==> src/rtl/acc_c_responder.sv <==
// Accelerator-side C-bus responder. Forwards Q-channel requests straight to
// the local datapath, remembers each issued {id, rd} in an in-order tag FIFO,
// and returns tagged datapath results on the P channel from a registered stage.
module acc_c_responder #(
   parameter int unsigned DataWidth = 32,
   parameter int unsigned AddrWidth = 5,
   parameter int unsigned IdWidth   = 5,
   parameter int unsigned Depth     = 4
) (
   input  logic                 clk_i,
   input  logic                 rst_i,
   // Q channel (requests in)
   input  logic [AddrWidth-1:0] q_addr_i,
   input  logic [31:0]          q_data_op_i,
   input  logic [DataWidth-1:0] q_data_arga_i,
   input  logic [DataWidth-1:0] q_data_argb_i,
   input  logic [DataWidth-1:0] q_data_argc_i,
   input  logic [IdWidth-1:0]   q_id_i,
   input  logic                 q_valid_i,
   output logic                 q_ready_o,
   // P channel (responses out)
   output logic [DataWidth-1:0] p_data0_o,
   output logic [DataWidth-1:0] p_data1_o,
   output logic                 p_dual_writeback_o,
   output logic [IdWidth-1:0]   p_id_o,
   output logic [4:0]           p_rd_o,
   output logic                 p_error_o,
   output logic                 p_valid_o,
   input  logic                 p_ready_i,
   // Datapath request port
   output logic [31:0]          acc_req_op_o,
   output logic [DataWidth-1:0] acc_req_arga_o,
   output logic [DataWidth-1:0] acc_req_argb_o,
   output logic [DataWidth-1:0] acc_req_argc_o,
   output logic                 acc_req_valid_o,
   input  logic                 acc_req_ready_i,
   // Datapath result port
   input  logic [DataWidth-1:0] acc_rsp_data0_i,
   input  logic [DataWidth-1:0] acc_rsp_data1_i,
   input  logic                 acc_rsp_dual_i,
   input  logic                 acc_rsp_wb_i,
   input  logic                 acc_rsp_error_i,
   input  logic                 acc_rsp_valid_i,
   output logic                 acc_rsp_ready_o
);

   localparam int unsigned PtrWidth = (Depth > 1) ? $clog2(Depth) : 1;
   localparam int unsigned CntWidth = $clog2(Depth + 1);

   typedef struct packed {
      logic [IdWidth-1:0] id;
      logic [4:0]         rd;
   } tag_t;

   tag_t                tag_mem [Depth];
   logic [PtrWidth-1:0] wr_ptr;
   logic [PtrWidth-1:0] rd_ptr;
   logic [CntWidth-1:0] count;
   logic                full;
   logic                empty;
   logic                push;
   logic                pop;
   logic                load;
   tag_t                head;

   // The address only routes the request through the interconnect.
   logic unused_addr;
   assign unused_addr = ^q_addr_i;

   function automatic logic [PtrWidth-1:0] ptr_inc(input logic [PtrWidth-1:0] ptr);
      return (ptr == PtrWidth'(Depth - 1)) ? '0 : ptr + PtrWidth'(1);
   endfunction

   assign full  = (count == CntWidth'(Depth));
   assign empty = (count == '0);

   // Request path is pure wiring; a full tag FIFO blocks issue in both directions.
   assign acc_req_op_o    = q_data_op_i;
   assign acc_req_arga_o  = q_data_arga_i;
   assign acc_req_argb_o  = q_data_argb_i;
   assign acc_req_argc_o  = q_data_argc_i;
   assign acc_req_valid_o = q_valid_i & ~full;
   assign q_ready_o       = acc_req_ready_i & ~full;
   assign push            = q_valid_i & q_ready_o;

   // A result is only taken when a tag exists for it and the P stage can move.
   assign acc_rsp_ready_o = ~empty & (~p_valid_o | p_ready_i);
   assign pop             = acc_rsp_valid_i & acc_rsp_ready_o;
   assign load            = pop & (acc_rsp_wb_i | acc_rsp_error_i);
   assign head            = tag_mem[rd_ptr];

   // Tag storage: write the issuing request's id and destination register.
   // NOTE: the storage array has no reset; count alone says which entries are live,
   // so clearing it would only add reset fan-out.
   always_ff @(posedge clk_i) begin
      if (push) begin
         tag_mem[wr_ptr] <= '{id: q_id_i, rd: q_data_op_i[11:7]};
      end
   end

   // Tag FIFO pointers and occupancy.
   // NOTE: sequential state uses non-blocking assignments so every register samples
   // pre-edge values regardless of statement order.
   always_ff @(posedge clk_i) begin
      if (rst_i) begin
         wr_ptr <= '0;
         rd_ptr <= '0;
         count  <= '0;
      end else begin
         if (push) wr_ptr <= ptr_inc(wr_ptr);
         if (pop)  rd_ptr <= ptr_inc(rd_ptr);
         case ({push, pop})
            2'b10:   count <= count + CntWidth'(1);
            2'b01:   count <= count - CntWidth'(1);
            default: count <= count;
         endcase
      end
   end

   // P output register: load on a writeback/error result, hold under backpressure,
   // drop valid once the consumer has taken the beat and nothing replaces it.
   always_ff @(posedge clk_i) begin
      if (rst_i) begin
         p_data0_o          <= '0;
         p_data1_o          <= '0;
         p_dual_writeback_o <= 1'b0;
         p_id_o             <= '0;
         p_rd_o             <= '0;
         p_error_o          <= 1'b0;
         p_valid_o          <= 1'b0;
      end else if (load) begin
         p_data0_o          <= acc_rsp_data0_i;
         p_data1_o          <= acc_rsp_data1_i;
         p_dual_writeback_o <= acc_rsp_dual_i;
         p_id_o             <= head.id;
         p_rd_o             <= head.rd;
         p_error_o          <= acc_rsp_error_i;
         p_valid_o          <= 1'b1;
      end else if (pop || (p_valid_o && p_ready_i)) begin
         p_valid_o          <= 1'b0;
      end
   end

endmodule

==> config.mk <==
export PLATFORM = sky130hd
export DESIGN_NAME = acc_c_responder
export DESIGN_NICKNAME = d
export VERILOG_FILES = /design/src/rtl/acc_c_responder.sv
export SDC_FILE = /design/constraint.sdc
export NUM_CORES = 1
export LEC_CHECK = 0
export ABC_AREA = 1
export CELL_PAD_IN_SITES_DETAIL_PLACEMENT = 1
export CELL_PAD_IN_SITES_GLOBAL_PLACEMENT = 2
export CORE_MARGIN = 2
export CORE_UTILIZATION = 18
export CTS_BUF_LIST = sky130_fd_sc_hd__clkbuf_16
export CTS_CLUSTER_DIAMETER = 60
export DETAILED_ROUTE_END_ITERATION = 12
export PLACE_DENSITY_LB_ADDON = 0.3
export SYNTH_ARGS = -nofsm -noshare
export SYNTH_HDL_FRONTEND = slang
export SYNTH_SLANG_ARGS = --single-unit
==> constraint.sdc <==
create_clock -name clk_i -period 2.3 [get_ports clk_i]
set_input_delay 0.23 -clock clk_i [delete_from_list [all_inputs] [get_ports clk_i]]
set_output_delay 0.23 -clock clk_i [all_outputs]
set_load 0.005 [all_outputs]
After elaboration in Yosys (flattened, before gate mapping):

Memory sizes are Yosys's and may differ from the RTL's. A register that Yosys moved wholly into a read port is not among the register bits.
Index checks and enable logic that the tools add are counted.

* logic and storage cells: 41
* RAM bits: 40
* memories kept: 1
* input port bits: 211
* output and inout port bits: 208
* register bits after elaboration: 74

Memory list
* tag_mem: depth 4, width 10, rd ports 1, clocked after memory_dff 1, wr ports 1, RTL line 55 `tag_t tag_mem [Depth];`

* eq/ne operators: 5
* $add $sub $neg: 4
* mux-type cells: 7
* bitwise gates (word level): 11
* reductions and logical operators: 5

Operators with widths (count)
* $and A1 B1 Y1: 6
* $eq A2 B2 Y1 const B: 3
* $pmux W3 S2: 1
* $add A2 B1 Y2 const B: 2
* $mux W1: 4
* $mux W2: 2
* $reduce_bool A2 Y1: 2
* $add A3 B1 Y3 const B: 1
* $eq A3 B3 Y1 const B: 1
* $logic_not A3 Y1: 1
* $not A1 Y1: 3
* $sub A3 B1 Y3 const B: 1
* $eq A2 B1 Y1 const B: 1
* $or A1 B1 Y1: 2
* $logic_and A1 B1 Y1: 1
* $logic_or A1 B1 Y1: 1

Depth between registers and ports, before layout:

Gate-level depths: netlist of the first run.

* depth in word-level cells: 7
* mapped depth: 12
* depth with buffers taken out: 12

Least setup slack after synthesis of the first run:

OpenSTA, ideal clock, no wires.

* kind: register -> register
* start point: register count[0]
* end point: register count[2]
* cell stages (with the launch flop): 11
* required time: 2.181 ns
* buffers on the path: 0
* library setup time: 0.119 ns
* clock period less this slack: 1.734 ns
* setup slack: 0.566 ns
* data arrival time: 1.615 ns
* cells stage by stage: dfxtp_1 > nor2_2 > nand2_1 > nand3_1 > ha_1 > inv_1 > fa_1 > nand2_1 > nand3_1 > o21ai_0 > a21oi_1

* longest elaborated chain between the ends: 6
* elaborated cells between the ends (all ways): 14
* classes of those cells: 2 x add/sub; 3 x eq/ne; 1 x mux; 6 x bitwise; 2 x reduce/logical

Ends and longest elaborated chain
* start, declared: RTL line 58 `logic [CntWidth-1:0] count;`
* start signal, assigned: RTL line 113 `2'b10: count <= count + CntWidth'(1);`
* start signal, assigned: RTL line 114 `2'b01: count <= count - CntWidth'(1);`
* start signal, assigned: RTL line 115 `default: count <= count;`
* $eq A3 B3 Y1 / $logic_not A3 Y1 (equally long branches): RTL line 74, 75
* $not A1 Y1, on equally long branches: RTL line 83, 87
* $and A1 B1 Y1, on equally long branches: RTL line 83, 87
* $and A1 B1 Y1, on equally long branches: RTL line 84, 88
* $eq A2 B1 Y1 / $eq A2 B2 Y1 (equally long branches): RTL line 112 `case ({push, pop})`
* $pmux W3 S2 / $reduce_bool A2 Y1 (equally long branches)

Parallel ways exist; a longest one is shown, timed or not.
A chain may end at the register's enable or synchronous reset.

Worst setup path in the final report of the first run:

* start point: register count[1]
* end point: output q_ready_o

* longest elaborated chain between the ends: 3

Ends and longest elaborated chain
* $eq A3 B3 Y1: RTL line 74 `assign full = (count == CntWidth'(Depth));`
* $not A1 Y1: RTL line 83 `assign q_ready_o = acc_req_ready_i & ~full;`
* $and A1 B1 Y1: RTL line 83
* end, declared: RTL line 20 `output logic q_ready_o,`

No other way between the ends.

==> results by group, run 1 <==
Yosys
  • Largest family of logic cells by synthesized area: buffers and inverters
  • Most common cell in the synthesized netlist: nor2_1
  • Top-area cell type share of the netlist area: 0.276
  • Synth Flop Type: dfxtp_1
  • Post-synth EDFFs: 40
  • Syn avg cell area: 7.68 um^2
  • Post-synthesis async set-or-reset flop share: 0
  • Syn. warnings: 0
  • Post-synthesis mux area share: 0
  • Register area share after synthesis: 0.473
  • Largest area contributor in the netlist: dfxtp_1
  • XOR/XNOR Fraction of Synth Area: 0
  • Synth cell count leaders: nor2_1 (186), nand2_1 (172), buf_4 (136), inv_1 (91), dfxtp_1 (84)
  • Post-synth cell types: 24
  • Synth Area in Simple Gates: 0.241
  • Synthesized cell area: 6090 um^2
  • Post-Syn Nets: just over 1000
  • Top cells by area, synth: dfxtp_1 (28%), edfxtp_1 (20%), buf_4 (17%), nor2_1 (11%), nand2_1 (11%)
  • Synth Area in Adders: 0.0156
  • Synth Area in Compound Gates: 0.0287
  • Synth Register Bits: 124
  • Mapped Cells: 794

Clock network
  • Root buf cell: clkbuf_16
  • Hold Buf Count CTS: 0
  • CTS tree: done
  • Worst-path clk slew: 0.06 ns
  • CTS H-Tree Depth: 4
  • Post-CTS setup buffers: 0
  • CTS Buf Count: 17
  • Cts repair resizes: 0
  • Clock sink count: 124
  • Skew-Pair Late Insertion Delay: between 0.4 and 0.5 ns
  • Longest Clk Path Bufs: 2

Critical path
  • Arrival time at the worst endpoint: 1.77 ns
  • Startpoint types: flop
  • WP data required: about 2.1 ns
  • Crit Path Max Fanout: 4
  • Crit. End Element: output port
  • R2R setup slack: 0.39 ns
  • WS Path Type: reg -> out

STA
  • Worst Tran Pin Value: 0.553 ns
  • Setup TNS: 0 ns
  • Unrepaired setup endpoints after global routing: no
  • Worst rel slew slack: 0.631
  • Max-slew violation count: 0
  • Final period util: 0.871
  • Final setup violation count: 0
  • Minimum clock period: 2.00 ns
  • Max frequency: 499 MHz
  • Fin. Hold Viols: 0
  • Skew final: 0.00728 ns

GRT
  • GRT overflow: 0
  • GR Util met2: 0.162
  • Met3 Use GR: 0.0305
  • Total Routing Usage GR: 0.0951
  • First-pass GRT wire length: roughly 26000 um
  • Largest net degree at the start of global routing: 60
  • Initial antenna violation count: 0
  • Met1 track demand over resource: 0.101
  • Top Usage Layer GRT: met2
  • Number of global-route vias before repair: 4736

Finish
  • Core Util, Final: 0.241
  • Share of layout cells above drive strength 1: 0.0750
  • Nets: 1058
  • Synthesis-to-finish area growth: 32.2%
  • Antenna Diode Count: 0

Floorplan
  • Die area: 35300 um^2
  • Core area: 33400 um^2
  • I/O pins: between 400 and 500
  • Starting Density: 0.182
  • Std-Cell Rows: 67
  • Die height: approximately 190 um
  • Die W: ~190 um

Status
  • Outcome: complete, no violations

Routing
  • DRC viols: 0
  • DRT iter0 DRCs: 87
  • ANT nets after route: 0
  • Via density per instance: 3.56
  • First drt pass iteration count: 6
  • DRT Wirelength: about 17000 um
  • Via count: 4628
  • WL per Instance: approximately 13 um

Power and ir drop
  • Peak VDD IR: 0.538 mV
  • Leakage power: 0.00349 uW
  • P per Cell Area: 1070 nW/um^2
  • Pwr Total: ~8700 uW

Flow run
  • Max-cap violations: 0

Hold path
  • Hold Crit Class: in -> reg

Placed design
  • Routability Congestion: 0.686
  • Detailed placement HPWL: 11900 um
  • Buffers on Ports: 167
-- layer usage --
| metal | vias up | part of all wire |
|---|---|---|
| li1 | 2338 | - |
| met1 | 2081 | 0.41 |
| met2 | 144 | 0.49 |
| met3 | 65 | 0.060 |
| met4 | 0 | 0.045 |
| met5 | - | 0 |
-- placed cells by master (no fill, tap or decap) --
cell type	synthesis	layout
a21boi_0	2	2
a21oi_1	9	9
and2_1	1	1
buf_12	0	5
buf_4	136	13
bufinv_16	0	5
clkbuf_16	0	17
clkdlybuf4s50_1	0	167
clkinv_2	0	2
clkinv_4	0	3
clkinvlp_4	0	3
dfxtp_1	84	84
edfxtp_1	40	40
fa_1	1	1
ha_1	6	6
inv_1	91	92
inv_2	1	2
inv_6	0	1
nand2_1	172	172
nand2_2	1	1
nand3_1	5	5
nand4_1	1	1
nand4_4	0	1
nor2_1	186	186
nor2_2	1	1
o21ai_0	23	23
or2_2	10	10
-- metrics by stage --
step	cells	setup slack (ns)	hold WS [ns]	instance area [um^2]
6_report	1301	0.296	0.382	8060
5_1_grt	1301	0.133	0.367	8060
4_1_cts	1301	0.230	0.351	8060
3_5_place_dp	1269	0.138	0.452	7410
3_3_place_gp	1269	0.130	0.452	7410
2_1_floorplan	794	0.566	0.299	6090
-- power breakdown --
part | internal, uW | leakage [uW] | switching [uW]
sequential | 2710 | 0.00105 | 222
clock | 1920 | 0.000311 | 1050
combinational | 1370 | 0.00213 | 1380
total | 6000 | 0.00349 | 2660
-- logic make-up (layout without fill, tap and decap cells) --
kind of cell,count (synthesis),count (layout)
simple gates,378,378
flops,124,124
fa+ha+maj,7,7
compound gates,34,34
buf+inv,251,310
-- layout make-up --
type	instances	area (um^2)
Clock buffer	17	425
Clock inverter	15	221
Fill cell	3939	25400
Inverter	93	349
Multi-Input combinational cell	419	1750
Sequential cell	124	2880
Tap cell	448	561
Timing Repair Buffer	185	1870
-- sequential cells by signal, indices dropped and copies added, names as in the netlist, 2 cells and up --
signal     flops
p_data1_o     32
p_data0_o     32
p_rd_o         5
rd_ptr         2
tag_mem       40
p_id_o         5
count          3
wr_ptr         2
-- critical path, stage by stage, from the launching register on --
cell and delay, ns:
dfxtp_1 0.36, nor2_2 0.07, a21boi_0 0.33, clkdlybuf4s50_1 0.59
-- path summary, 6_finish.rpt --
kind / cells past startpoint / startpoint / endpoint
min: 3 / acc_rsp_data1_i[19] / p_data1_o[19]$_SDFFE_PP0P_
min reg2reg: 2 / p_error_o$_SDFFE_PP0P_ / p_error_o$_SDFFE_PP0P_
max: 3 / count[1]$_SDFFE_PP0P_ / q_ready_o
max reg2reg: 11 / count[2]$_SDFFE_PP0P_ / count[2]$_SDFFE_PP0P_
(Power assumes the default switching activity.)
==> run 2: changes to the inputs <==
CTS_CLUSTER_SIZE = 40   (was not set)
SKIP_LAST_GASP = 1   (was not set)
==> results of run 2 <==
Same layout as run 1: the final DEF is identical, and so are final timing and power.
==> RTL edit: new RTL, flow settings as in run 2 <==
The parameter `DataWidth` goes from 32 to 64.
--- a/src/rtl/acc_c_responder.sv
+++ b/src/rtl/acc_c_responder.sv
@@ -2,7 +2,7 @@
 // the local datapath, remembers each issued {id, rd} in an in-order tag FIFO,
 // and returns tagged datapath results on the P channel from a registered stage.
 module acc_c_responder #(
-   parameter int unsigned DataWidth = 32,
+   parameter int unsigned DataWidth = 64,
    parameter int unsigned AddrWidth = 5,
    parameter int unsigned IdWidth   = 5,
    parameter int unsigned Depth     = 4
Ports: changed (10 resized); port bits go from 419 to 739. The function was not compared with the original's and may differ.
==> RTL edit against run 2 <==
- sequential share of layout area shrank 1.5 points
- routed wire length rose by 90%
- via count up 63%
- worst hold slack worse by 64 ps
- total power is 42% higher
- setup slack improved by 14 ps
- synthesized area up 55%
- clock skew is 6.7 ps higher
- count of clock-buffer cells in the layout did not move
- register-to-register slack worse by 50 ps
- cell count increased by 58%
- sequential cell count increased by 64
- cell area is 51% higher
==> RTL edit: results (changes against run 2) <==
synth:
  yosysSeqAreaShare_pct: 44.0  # -3.3 points
  synth_edf_count: 40  # unchanged
  synth.area.top_cells: "dfxtp_1, buf_4, edfxtp_1"
  synthCells: 1297  # +63%
  yosys.area_share.adder_pct: 1.01  # -0.55 points
  synthMuxAreaShare_pct: 0  # unchanged
  syn_nets: 1675  # +66%
  synth_compound_area_share_pct: 1.85  # -1.0 points
  synthTopCellsByCount: "nor2_1, nand2_1, buf_4"
  yosys_warnings: 0  # unchanged
  ys.flop_type: "dfxtp_1"
  synthArstFlopShare_pct: 0  # unchanged
  synth.distinct_cells: 22  # -8.3%
  synth_xor_area_share_pct: 0  # unchanged
global_routing:
  grt_use_total_pct: 11.5  # +1.9 points
  grt_pass1_wl_mm: 45.8  # +78%
  overflow: 0  # unchanged
  antenna_found_initial: 4  # +4
  grt_pass1_vias: 7787  # +64%
  grt_start_max_net_pins: 60  # unchanged
final_layout:
  drive_gt1_share_pct: 5.03  # -2.5 points
  syn_to_final_growth_pct: 28.5
  fill_cells: 6239  # +58%
  reg_top3: "p_data0_o: 64 flops, p_data1_o: 64 flops, tag_mem: 40 flops"
timing:
  hold_viol: 0  # unchanged
  slew-limit-headroom_pct: 57.2  # -5.9 points
  skew_ps: 14.0  # +6.68 ps
detailed_routing:
  num_vias: 7565  # +63%
  routedWlPerCell_um: 15.3  # +20%
  first_pass_iters: 4  # -2
  drt-initial-drc-count: 194  # +120%
critical_path:
  arrival_ps: 1760
  cp_top_family: "buffers and inverters"
  cp_slowest_cell: "clkdlybuf4s50_1"
  path_max_fanout: 4  # unchanged
clocking:
  clock_path_buffers: 2  # unchanged
  cts_root_buf: "clkbuf_16"
  htree_levels: 4  # unchanged
  post_cts.repair.setup_buffers: 0  # unchanged
  numCtsBuffers: 17  # unchanged
  path_clk_slew_ps: 80  # +20 ps
  worstSkewPairLatency_ps: 490  # +60 ps
pwr:
  p_switching_w: 0.00428  # +61%
  ir_drop_mv: 0.459  # -15%
  p_leak_nw: 5.43  # +56%
place:
  hpwl_mm: 23.0  # +93%
  port_buffers: 295  # +77%
  place.gp.congestion: 0.664  # -3.1%
  postPlaceCellArea_sq_um: 11500  # +56%
hold_path:
  hp-class: "primary input to flop"
status:
  status: "finished, final reports clean"
[RTL edit: cell count changes in the layout (fill, tap and decap cells not counted), sizes merged, moves of 4 or more]
cell           before  now
clkdlybuf4s50     167  295
nand2             173  301
nor2              187  315
inv                95  165
dfxtp              84  148
buf                18   24
bufinv              5    1
[RTL edit: power groups by stage]
stage,Clock [W],Sequential [W],Combinational [W]
2_1_floorplan,0,0.00464,0.00259
3_3_place_gp,0,0.00457,0.00469
3_5_place_dp,0,0.00460,0.00477
4_1_cts,0.00335,0.00454,0.00480
5_1_grt,0.00345,0.00463,0.00535
6_report,0.00313,0.00452,0.00465
[RTL edit: per-layer routing]
layer	GRT usage, %	wire [um]	share of wire [%]	vias to the layer above
met3	9.63	5290	17	100
met4	6.07	1210	3.8	8
li1	-	-	-	3700
met5	0	45	0.14	-
met1	11.1	11400	36	3359
met2	16.9	13500	43	398
[RTL edit: metrics by stage]
step / cells / worst slack [ps]
floorplan: 1297 / 585
global placement: 2027 / 85.7
detailed placement: 2027 / 79.7
CTS: 2059 / 234
global route: 2059 / 91.9
finish: 2060 / 310
[RTL edit: cell type report]
class	count	share of cell area, %
Tap cell	688	7.09
Clock buffer	17	3.50
Antenna cell	1	0.0206
Sequential cell	188	34.3
Inverter	157	4.87
Multi-Input combinational cell	675	22.2
Timing Repair Buffer	319	26.6
Clock inverter	15	1.41
[RTL edit: worst paths after layout]
check             cells after the start  slack [ps]            end                start
hold reg to reg                       2         470      p_error_o            p_error_o
setup / recovery                      3         310      q_ready_o             count[1]
setup reg to reg                     11         340       count[2]             count[2]
hold / removal                        3         320  p_data1_o[37]  acc_rsp_data1_i[37]
